<file path="src/rtl/dmem_arbiter.sv">
// dmem_arbiter: shares the core's single data-memory port with one external requester.
//
// The core owns the port by default. A pending external request is granted when the core
// is idle, or after it has lost MAX_WAIT contested cycles. A granted access holds the port
// for one cycle (EXT_ACCESS), and the core sees cpu_stall during that cycle if it was
// accessing memory. An ext_ack pulse follows in the next cycle (EXT_ACK).
//
// Ports:
//   clock, reset              rising-edge clock, synchronous active-high reset
//   cpu_daddr/dread/dwrite/   core data-port request
//   cpu_dwdata
//   cpu_ddata, cpu_stall      read data to the core, core-not-serviced flag
//   ext_req/we/addr/wdata     external request, level, held until ext_ack
//   ext_ack, ext_rdata        one-cycle completion pulse, registered read data
//   mem_addr/read/write/      data memory port; mem_rdata is a combinational read
//   wdata, mem_rdata
module dmem_arbiter #(
  parameter int unsigned MAX_WAIT = 4
) (
  input  logic        clock,
  input  logic        reset,
  input  logic [15:0] cpu_daddr,
  input  logic        cpu_dread,
  input  logic        cpu_dwrite,
  input  logic [15:0] cpu_dwdata,
  output logic [15:0] cpu_ddata,
  output logic        cpu_stall,
  input  logic        ext_req,
  input  logic        ext_we,
  input  logic [15:0] ext_addr,
  input  logic [15:0] ext_wdata,
  output logic        ext_ack,
  output logic [15:0] ext_rdata,
  output logic [15:0] mem_addr,
  output logic        mem_read,
  output logic        mem_write,
  output logic [15:0] mem_wdata,
  input  logic [15:0] mem_rdata
);

  localparam logic [3:0] MaxWait = 4'(MAX_WAIT);

  typedef enum logic [1:0] {
    StCpuOwn,
    StExtAccess,
    StExtAck
  } state_e;

  state_e      state_q, state_d;
  logic [3:0]  wait_cnt_q, wait_cnt_d;
  logic [15:0] ext_addr_q, ext_addr_d;
  logic [15:0] ext_wdata_q, ext_wdata_d;
  logic        ext_we_q, ext_we_d;
  logic [15:0] ext_rdata_q, ext_rdata_d;

  logic cpu_req;
  assign cpu_req = cpu_dread | cpu_dwrite;

  // State register
  always_ff @(posedge clock) begin
    if (reset) begin
      state_q     <= StCpuOwn;
      wait_cnt_q  <= '0;
      ext_addr_q  <= '0;
      ext_wdata_q <= '0;
      ext_we_q    <= 1'b0;
      ext_rdata_q <= '0;
    end else begin
      state_q     <= state_d;
      wait_cnt_q  <= wait_cnt_d;
      ext_addr_q  <= ext_addr_d;
      ext_wdata_q <= ext_wdata_d;
      ext_we_q    <= ext_we_d;
      ext_rdata_q <= ext_rdata_d;
    end
  end

  // Next-state logic
  always_comb begin
    state_d     = state_q;
    wait_cnt_d  = wait_cnt_q;
    ext_addr_d  = ext_addr_q;
    ext_wdata_d = ext_wdata_q;
    ext_we_d    = ext_we_q;
    ext_rdata_d = ext_rdata_q;
    case (state_q)
      StCpuOwn: begin
        if (ext_req && (!cpu_req || wait_cnt_q == MaxWait)) begin
          // Grant edge: the access is frozen here, later ext_* changes are ignored.
          state_d     = StExtAccess;
          wait_cnt_d  = '0;
          ext_addr_d  = ext_addr;
          ext_wdata_d = ext_wdata;
          ext_we_d    = ext_we;
        end else if (ext_req) begin
          wait_cnt_d = wait_cnt_q + 4'd1;
        end else begin
          // A request dropped before its grant is cancelled.
          wait_cnt_d = '0;
        end
      end
      StExtAccess: begin
        state_d = StExtAck;
        if (!ext_we_q) begin
          ext_rdata_d = mem_rdata;
        end
      end
      StExtAck: begin
        state_d = StCpuOwn;
      end
      default: begin
        state_d = StCpuOwn;
      end
    endcase
  end

  // Outputs
  always_comb begin
    mem_addr  = cpu_daddr;
    mem_wdata = cpu_dwdata;
    mem_write = cpu_dwrite;
    mem_read  = cpu_dread & ~cpu_dwrite;  // read+write from the core counts as a write
    cpu_stall = 1'b0;
    if (state_q == StExtAccess) begin
      mem_addr  = ext_addr_q;
      mem_wdata = ext_wdata_q;
      mem_write = ext_we_q;
      mem_read  = ~ext_we_q;
      cpu_stall = cpu_req;
    end
    // Reset kills any in-flight memory access, including an external write.
    if (reset) begin
      mem_write = 1'b0;
      mem_read  = 1'b0;
      cpu_stall = 1'b0;
    end
  end

  assign ext_ack   = (state_q == StExtAck);
  assign ext_rdata = ext_rdata_q;
  assign cpu_ddata = mem_rdata;

endmodule

</file>
<file path="config.mk">
export PLATFORM = sky130hd
export DESIGN_NAME = dmem_arbiter
export DESIGN_NICKNAME = d
export VERILOG_FILES = /design/src/rtl/dmem_arbiter.sv
export SDC_FILE = /design/constraint.sdc
export NUM_CORES = 1
export LEC_CHECK = 0
export ABC_AREA = 1
export CORE_ASPECT_RATIO = 1.5
export CORE_MARGIN = 4
export CORE_UTILIZATION = 40
export CTS_CLUSTER_DIAMETER = 80
export DETAILED_ROUTE_END_ITERATION = 10
export PLACE_DENSITY = 0.87
export SETUP_SLACK_MARGIN = 0.5
export SLEW_MARGIN = 10
export SYNTH_ARGS = -nofsm -noshare
export SYNTH_HDL_FRONTEND = slang
export SYNTH_SLANG_ARGS = --single-unit
</file>
<file path="constraint.sdc">
create_clock -name clock -period 2.4 [get_ports clock]
set_input_delay 0.36 -clock clock [delete_from_list [all_inputs] [get_ports clock]]
set_output_delay 0.36 -clock clock [all_outputs]
set_load 0.1 [all_outputs]
</file>
==> run metrics, run 1 <==
final worst path period need=1.91 ns; full die area=8320 um2; vias in the first global route=2795; Peak VDD IR=339 uV; Cell Pwr Density=526 nW/um2; all-layer global routing usage=20.0%; global-route wire length before repair=12900 um; CP Capture Type=output port; r2r startpoint=wait_cnt_q[1]$_SDFFE_PP0N_; final cell count without fillers=636; min-delay src=reset; Final #Nets=647; area delta synth->final=84.6%; number of port buffers=153; routed vias/inst=4.84; Crit path max-delay family=buffers and inverters; leading cell type in the layout, fill and taps excluded=nand2_1; hold crit path type=in -> reg; placed insts=615; Crit Path Max Fanout=8; Rel. slew slack=73.2%; crit path kind=reg -> out; clk sink count=55; endpoints failing hold=0; Total Wirelength=9970 um; Mapped Area=2760 um2; Mapped Cells=419; hold slack=0.465 ns; status=finished clean; Ports=154; largest net degree at the start of global routing=50; DRC Markers=0; Final Slew Violations=0; slowest stage delay, CP=0.35 ns; synth warn=0; final worst-path cycle share=79.7%; Routed Antenna Nets=0; CP required=2.04 ns; WP data arrival=1.55 ns; syn nets=507; row count=36; drt first pass iters=4; Post-synth top flop=dfxtp_1; total CTS buffers=5; share of cells above drive strength 1=31.1%; synth unique cells=20; Critical Path Source Type=flip-flop; R2R cell count=9; Worst-Skew Late Latency=0.30 ns; Worst Skew=0.00606 ns; starting density of the core=41.7%; H-tree depth=2; antenna violations before repair=0; Post-synth EDFFs=0; critical-path cell list=inv_2, nand2_4, buf_6, buf_12, nand2_1, o21ai_2, clkbuf_16; fmax=0.523 GHz; Seq cells post-synth=55; unrepaired setup endpoints after global routing=yes; Worst Path Buf+Inv=4; DIE HEIGHT=110 um; max-cap violations=0; Vias=3076; FFs w/ async S/R, synth=0%; grt total ovfl=0; ANT cells=0; hold depth=2; Chip Width=75.8 um; CTS max path bufs=2; clk root buf=clkbuf_8; Fin Setup TNS=0 ns; WL/cell=15.7 um; leakage power=2.44 nW; hpwl dp=6260 um; Seq/Total Area, Yosys=39.9%; RePlAce Congestion=0.820; r2r endpoint=ext_addr_q[0]$_SDFFE_PP0P_; Post-Syn Area per Cell=6.59 um2; core footprint=6620 um2; Reg clk slew, reported paths=0.10 ns; sink of the worst hold path=wait_cnt_q[3]$_SDFFE_PP0N_; commonest non-fill, non-tap cells in the layout=nand2_1 (98), clkdlybuf4s50_1 (84), nor2_1 (78); Reg2Reg Setup Slack=0.79 ns; initial DRC count=174; slowest CP cell=dfxtp_2; setup violators final=0; Worst-Margin Slew=0.401 ns; CTS tree=built
## area by class of cell
| cell class | instances | area, um2 |
|---|---|---|
| Timing Repair Buffer | 171 | 2170 |
| Fill cell | 414 | 1530 |
| Multi-Input combinational cell | 283 | 1450 |
| Sequential cell | 55 | 1100 |
| Inverter | 43 | 166 |
| Tap cell | 76 | 95.1 |
| Clock buffer | 5 | 68.8 |
| Clock inverter | 3 | 43.8 |
## worst register-to-register path, cell delays in order (launching register included)
cell	delay (ns)
dfxtp_1	0.42
inv_1	0.08
ha_1	0.19
nand3_1	0.08
nand2_1	0.09
nand3_2	0.10
buf_12	0.27
nand2_1	0.15
nand2_1	0.10
nor2_1	0.05
## worst max-delay path by stage
stage                     slack [ns]           end                     from  cells past startpoint
after floorplan                -0.03   mem_addr[0]  state_q[1]$_SDFFE_PP0P_                      4
after global routing            0.41  mem_addr[10]  state_q[1]$_SDFFE_PP0P_                      7
after CTS                       0.42  mem_wdata[0]  state_q[1]$_SDFFE_PP0P_                      6
after detailed placement        0.53     mem_write                    reset                      3
after global placement          0.57     mem_write                    reset                      3
final                           0.49   mem_addr[3]  state_q[1]$_SDFFE_PP0P_                      7
## metal layers
| metal | track usage, % | wire, um | up-vias |
|---|---|---|---|
| met3 | 4.57 | 771 | 19 |
| met1 | 20.9 | 3450 | 1409 |
| li1 | - | - | 1534 |
| met5 | 0 | 0 | - |
| met2 | 38.7 | 5460 | 114 |
| met4 | 4.63 | 290 | 0 |
## Yosys cell counts (2+ instances only)
cell type  number  area share [%]
ha_1            2            0.91
nand2_1       108              15
clkbuf_1        9             1.2
inv_1          42             5.7
dfxtp_1        55              40
nor2_2         30             6.8
buf_2           8             1.5
o21ai_0        49             8.9
nor2_1         78              11
nand4_1         2            0.45
nand3_1         6             1.1
buf_6           4             1.6
buf_4          16             4.4
a21oi_1         4            0.73
## through the flow
step | worst slack [ns] | util, % | instance area, um2 | power, mW
6_report | 0.487 | 76.9 | 5090 | 2.68
5_1_grt | 0.409 | 76.9 | 5090 | 2.78
4_1_cts | 0.423 | 71.6 | 4740 | 2.65
3_5_place_dp | 0.534 | 68.2 | 4510 | 2.01
3_3_place_gp | 0.570 | 68.2 | 4510 | 2.00
2_1_floorplan | -0.0267 | - | 2800 | 1.63
## registers in the layout, indices dropped and copies added, names as in the netlist
| register | cells |
|---|---|
| ext_rdata | 16 |
| ext_wdata_q | 16 |
| wait_cnt_q | 4 |
| state_q | 2 |
| ext_we_q | 1 |
| ext_addr_q | 16 |
## logic make-up after synthesis
kind of cell	after synthesis	share of synthesized area, %
adder cells (fa/ha/maj)	2	0.906
AO/OA/AOI/OAI	54	9.88
AND/OR/NAND/NOR	227	34.6
flip-flops	55	39.9
buffers and inverters	81	14.7
## where the power goes
group | internal, mW | switching, mW
sequential | 0.955 | 0.0175
combinational | 0.401 | 0.697
clock | 0.311 | 0.300
## what timing repair did
item	4_1_cts	5_1_grt
gates resized for setup	11	68
pin swaps	1	3
buffers inserted	2	7
hold buffers	0	0
endpoints found under the setup margin	33	35
gates cloned	2	2
No activity file was read; power rests on OpenSTA's default activity.
==> run 2: changes to the inputs <==
CORE_UTILIZATION = 35   (was 40)
PLACE_DENSITY = 0.81   (was 0.87)
clock period = 1.7 ns   (was 2.4 ns; I/O delays follow)
==> run 2 against run 1 <==
Against the previous run:
- power is 59% higher
- critical endpoint is now mem_write
- sequential share of layout area is 2.5 points lower
- count of clock-buffer cells in the layout is 1 higher
- largest power group unchanged
- highest routed layer unchanged
- sequential power is 42% higher
- die area is 13% higher
- non-clock buffer count is 2 higher
- worst hold slack worse by 0.12 ns
==> run metrics, run 2 (synthesized netlist as in run 1, its figures left out) <==
Final Util=76.9%; CTS tree=built; DRC Markers=0; routed vias/inst=4.70; CTS max path bufs=2; hold crit path type=in -> reg; sequential power share=32.5%; final worst slack=0.0105 ns; Total Wirelength=9850 um; Final Cell Area=5890 um2; fmax=0.592 GHz; setup violators final=0; Worst Skew=0.00547 ns; Peak VDD IR=697 uV; Crit path max-delay family=buffers and inverters; pre-CTS setup slack=0.000160 ns; WL/cell=14.8 um; critical-path cell list=inv_4, nand2_8, buf_6, a211oi_4, buf_12; global-route wire length before repair=15700 um; Pwr Total=4.26 mW; Chip Width=80.5 um; slowest CP cell=dfxtp_2; Filler Cell Count=504; DIE HEIGHT=117 um; clk sink count=55; max-cap violations=0; met2 usage=43.9%; internal power=2.74 mW; RePlAce Congestion=0.876; final cell count without fillers=665; leading cell type in the layout, fill and taps excluded=nand2_1; clk root buf=clkbuf_16; multi-input logic area=1800 um2; vias in the first global route=3426; Worst Path Buf+Inv=3; Clock power frac=27.6%; H-tree depth=2; Rel. slew slack=80.0%; Fin Setup TNS=0 ns; largest net degree at the start of global routing=33; switching pwr=1.52 mW; CP Capture Type=output port; core footprint=7660 um2; grt total ovfl=0; area post-placement=5460 um2; total CTS buffers=5; register area=1130 um2; final worst path period need=1.69 ns; commonest non-fill, non-tap cells in the layout=nand2_1 (106), buf_12 (73), clkdlybuf4s50_1 (68); unrepaired setup endpoints after global routing=yes; final worst-path cycle share=99.4%; drt first pass iters=4; full die area=9400 um2; status=finished clean; hpwl dp=7480 um; leakage power=2.62 nW; Sw Ratio=35.7%; Ports=154; placed insts=649; Final #Nets=650; Routed Antenna Nets=0; slowest stage delay, CP=0.34 ns; Critical Path Source Type=flip-flop; number of port buffers=153; share of cells above drive strength 1=37.3%; crit path kind=reg -> out; endpoints failing hold=0; initial DRC count=77; CP required=1.44 ns; Reg2Reg Setup Slack=0.27 ns; Final Slew Violations=0; Vias=3124; area delta synth->final=114%; Worst-Skew Late Latency=0.29 ns; Worst-Margin Slew=0.300 ns; antenna violations before repair=0; Cell Pwr Density=722 nW/um2; hold slack=0.341 ns; Reg clk slew, reported paths=0.07 ns; all-layer global routing usage=21.5%; met3 Resource Use GR=6.71%; row count=39; peak-usage layer in the global routing report=met2; Logic pwr share=39.9%; starting density of the core=36.0%; WP data arrival=1.43 ns; ANT cells=0; Crit Path Max Fanout=5; GRT met1 Usage=18.4%
run 2: cell type report:
cell class / instances / area share [%]
repair buffers: 173 / 42.4
multi-input cells: 284 / 30.6
flip-flops and latches: 55 / 19.2
inverters: 43 / 2.78
clock buffers: 6 / 2.36
well taps: 102 / 2.17
clock inverters: 2 / 0.594
run 2: worst paths after layout:
path / startpoint / to / cells after the start
worst max-delay path: state_q[1]$_SDFFE_PP0P_ / mem_write / 5
worst min-delay path: reset / state_q[0]$_SDFFE_PP0P_ / 2
worst max register to register: state_q[1]$_SDFFE_PP0P_ / ext_addr_q[0]$_SDFFE_PP0P_ / 7
worst min register to register: wait_cnt_q[1]$_SDFFE_PP0N_ / wait_cnt_q[1]$_SDFFE_PP0N_ / 2
run 2: power by group through the flow:
stage | logic, mW | clock network, mW | registers [mW]
2_1_floorplan | 0.918 | 0 | 1.50
3_3_place_gp | 1.64 | 0 | 1.41
3_5_place_dp | 1.67 | 0 | 1.41
4_1_cts | 1.70 | 1.21 | 1.38
5_1_grt | 1.76 | 1.26 | 1.39
6_report | 1.70 | 1.17 | 1.38
run 2: per-layer routing:
layer  share of wire [%]  vias to the layer above
met5                   0                        -
met4                 3.1                        0
met3                 7.2                       24
met2                  59                      113
met1                  31                     1448
li1                    -                     1539
run 2: what timing repair did:
item | CTS | global route
pin swaps | 4 | 1
setup endpoints to repair | 103 | 90
gates cloned | 4 | 0
hold buffers | 0 | 0
resized for setup | 59 | 1
setup buffers | 4 | 0
run 2: worst reg2reg max path: stages, from the launching register on:
cell and delay (ns):
dfxtp_2 0.34, buf_4 0.13, nor2_2 0.26, nand3_2 0.19
buf_12 0.22, nand2_1 0.08, nand2_1 0.04, nor2_1 0.11
==> run 3: changes to the inputs <==
CORE_MARGIN = default   (was 4)
==> run 3 against run 2 <==
Against the previous run:
- the flow now finishes with violations (negative setup slack)
- via count rose by 0.90%
- largest power group unchanged
- fmax fell by 2.1%
- critical path type unchanged
- non-clock buffer count up 4
- global-route usage is 2.3 points higher
- clock power fell by 18%
- design area rose by 2.8%
==> run metrics, run 3 (synthesized netlist as in run 1, its figures left out) <==
status=finished, violations left; failing checks=negative setup slack; Cell Pwr Density=676 nW/um2; commonest non-fill, non-tap cells in the layout=nand2_1 (81), nor2_1 (73), buf_12 (73); Reg2Reg Setup Slack=0.15 ns; vias in the first global route=3371; routed vias/inst=4.72; Rel. slew slack=73.5%; global-route wire length before repair=15200 um; Peak VDD IR=482 uV; Fin Setup TNS=-0.0588 ns; Reg clk slew, reported paths=0.07 ns; final worst path period need=1.73 ns; Worst-Skew Late Latency=0.29 ns; share of cells above drive strength 1=42.8%; leading cell type in the layout, fill and taps excluded=nand2_1; Hold Buf Count CTS=0; min-delay src=mem_rdata[12]; CTS max path bufs=2; leakage power=2.62 nW; sink of the worst hold path=ext_rdata[12]$_SDFFE_PP0P_; core footprint=7610 um2; placed insts=647; Routed Antenna Nets=0; register area=1140 um2; fmax=0.579 GHz; WL/cell=14.8 um; largest net degree at the start of global routing=37; hold depth=3; max-cap violations=0; final worst slack=-0.0261 ns; multi-input logic area=1890 um2; Final Util=79.6%; met3 Resource Use GR=5.45%; GRT met1 Usage=22.8%; slowest stage delay, CP=0.37 ns; crit path kind=reg -> out; hold crit path type=in -> reg; total CTS buffers=5; slowest CP cell=dfxtp_4; Worst-Margin Slew=0.397 ns; r2r endpoint=ext_addr_q[13]$_SDFFE_PP0P_; area delta synth->final=119%; starting density of the core=36.3%; Chip Width=74.5 um; area post-placement=5420 um2; initial DRC count=116; WP data arrival=1.47 ns; DIE HEIGHT=111 um; drt first pass iters=4; antenna violations before repair=1; CTS tree=built; DRC Markers=0; all-layer global routing usage=23.8%; peak-usage layer in the global routing report=met2; grt total ovfl=0; Final Cell Area=6060 um2; critical-path cell list=inv_8, nand2_8, buf_6, a211oi_4, buf_12; Ports=154; r2r startpoint=state_q[0]$_SDFFE_PP0P_; final cell count without fillers=668; CP required=1.44 ns; Critical Path Source Type=flip-flop; Crit Path Max Fanout=5; Worst Path Buf+Inv=3; Final Slew Violations=0; setup violators final=7; clk root buf=clkbuf_16; Total Wirelength=9870 um; hpwl dp=6850 um; Filler Cell Count=480; H-tree depth=2; Final #Nets=654; final worst-path cycle share=102%; row count=39; full die area=8250 um2; clk sink count=55; Worst Skew=0.00865 ns; number of port buffers=153; unrepaired setup endpoints after global routing=yes; R2R cell count=6; endpoints failing hold=0; met2 usage=45.6%; Vias=3152; CP Capture Type=output port; Crit path max-delay family=buffers and inverters; RePlAce Congestion=0.781
-- run 3: changes by cell type in the layout (fill, tap and decap cells not counted), moves of 4 or more --
| cell | delta |
|---|---|
| buf_6 | +4 |
| nand2_1 | -25 |
| nand2_2 | +22 |
| nor2_1 | +12 |
| nor2_4 | -12 |
| o21ai_0 | -16 |
| o21ai_2 | +15 |
-- run 3: cell type report --
| type | instances | share of cell area [%] |
|---|---|---|
| clock buffer | 6 | 2.13 |
| sequential | 55 | 18.8 |
| tap | 102 | 2.11 |
| inverter | 43 | 2.91 |
| multi-input combinational | 284 | 31.2 |
| antenna | 1 | 0.0413 |
| timing repair buffer | 177 | 42.9 |
-- run 3: layer usage --
| layer | wire (um) | part of all wire, % | vias to the layer above |
|---|---|---|---|
| met4 | 342 | 3.5 | 0 |
| li1 | - | - | 1550 |
| met3 | 507 | 5.1 | 24 |
| met5 | 0 | 0 | - |
| met1 | 3380 | 34 | 1474 |
| met2 | 5640 | 57 | 104 |
-- run 3: tightest hold or removal path, stage by stage --
cell and delay [ns]:
dlygate4sd2_1 0.26, nor2_1 0.06, nor2_1 0.07
-- run 3: how the worst max path moves through the flow --
stage / from / end / slack, ns / cells past startpoint
2_1_floorplan: state_q[1]$_SDFFE_PP0P_ / mem_write / -0.06 / 5
5_1_grt: state_q[1]$_SDFFE_PP0P_ / mem_write / -0.06 / 5
3_3_place_gp: cpu_dwrite / ext_wdata_q[14]$_SDFFE_PP0P_ / 0.09 / 9
6_report: state_q[1]$_SDFFE_PP0P_ / mem_write / -0.03 / 5
4_1_cts: state_q[1]$_SDFFE_PP0P_ / mem_write / -0.008 / 5
3_5_place_dp: cpu_dwrite / ext_wdata_q[12]$_SDFFE_PP0P_ / 0.02 / 9
-- run 3: through the flow --
stage	power (mW)	hold slack, ns	setup slack [ns]
2_1_floorplan	2.42	0.365	-0.0620
3_3_place_gp	3.04	0.484	0.0888
3_5_place_dp	3.07	0.491	0.0152
4_1_cts	4.07	0.414	-0.00816
5_1_grt	4.24	0.417	-0.0641
6_report	4.09	0.393	-0.0261
-- run 3: report_power, final --
part           switching [mW]  internal [mW]
clock network           0.428          0.531
registers              0.0385           1.35
logic                    1.06          0.686
-- run 3: repair_timing --
action	CTS	global route
endpoints found under the setup margin	92	89
buffers inserted	4	3
hold endpoints to repair	0	0
cloned	6	1
pin swaps	19	28
resized for setup	62	58
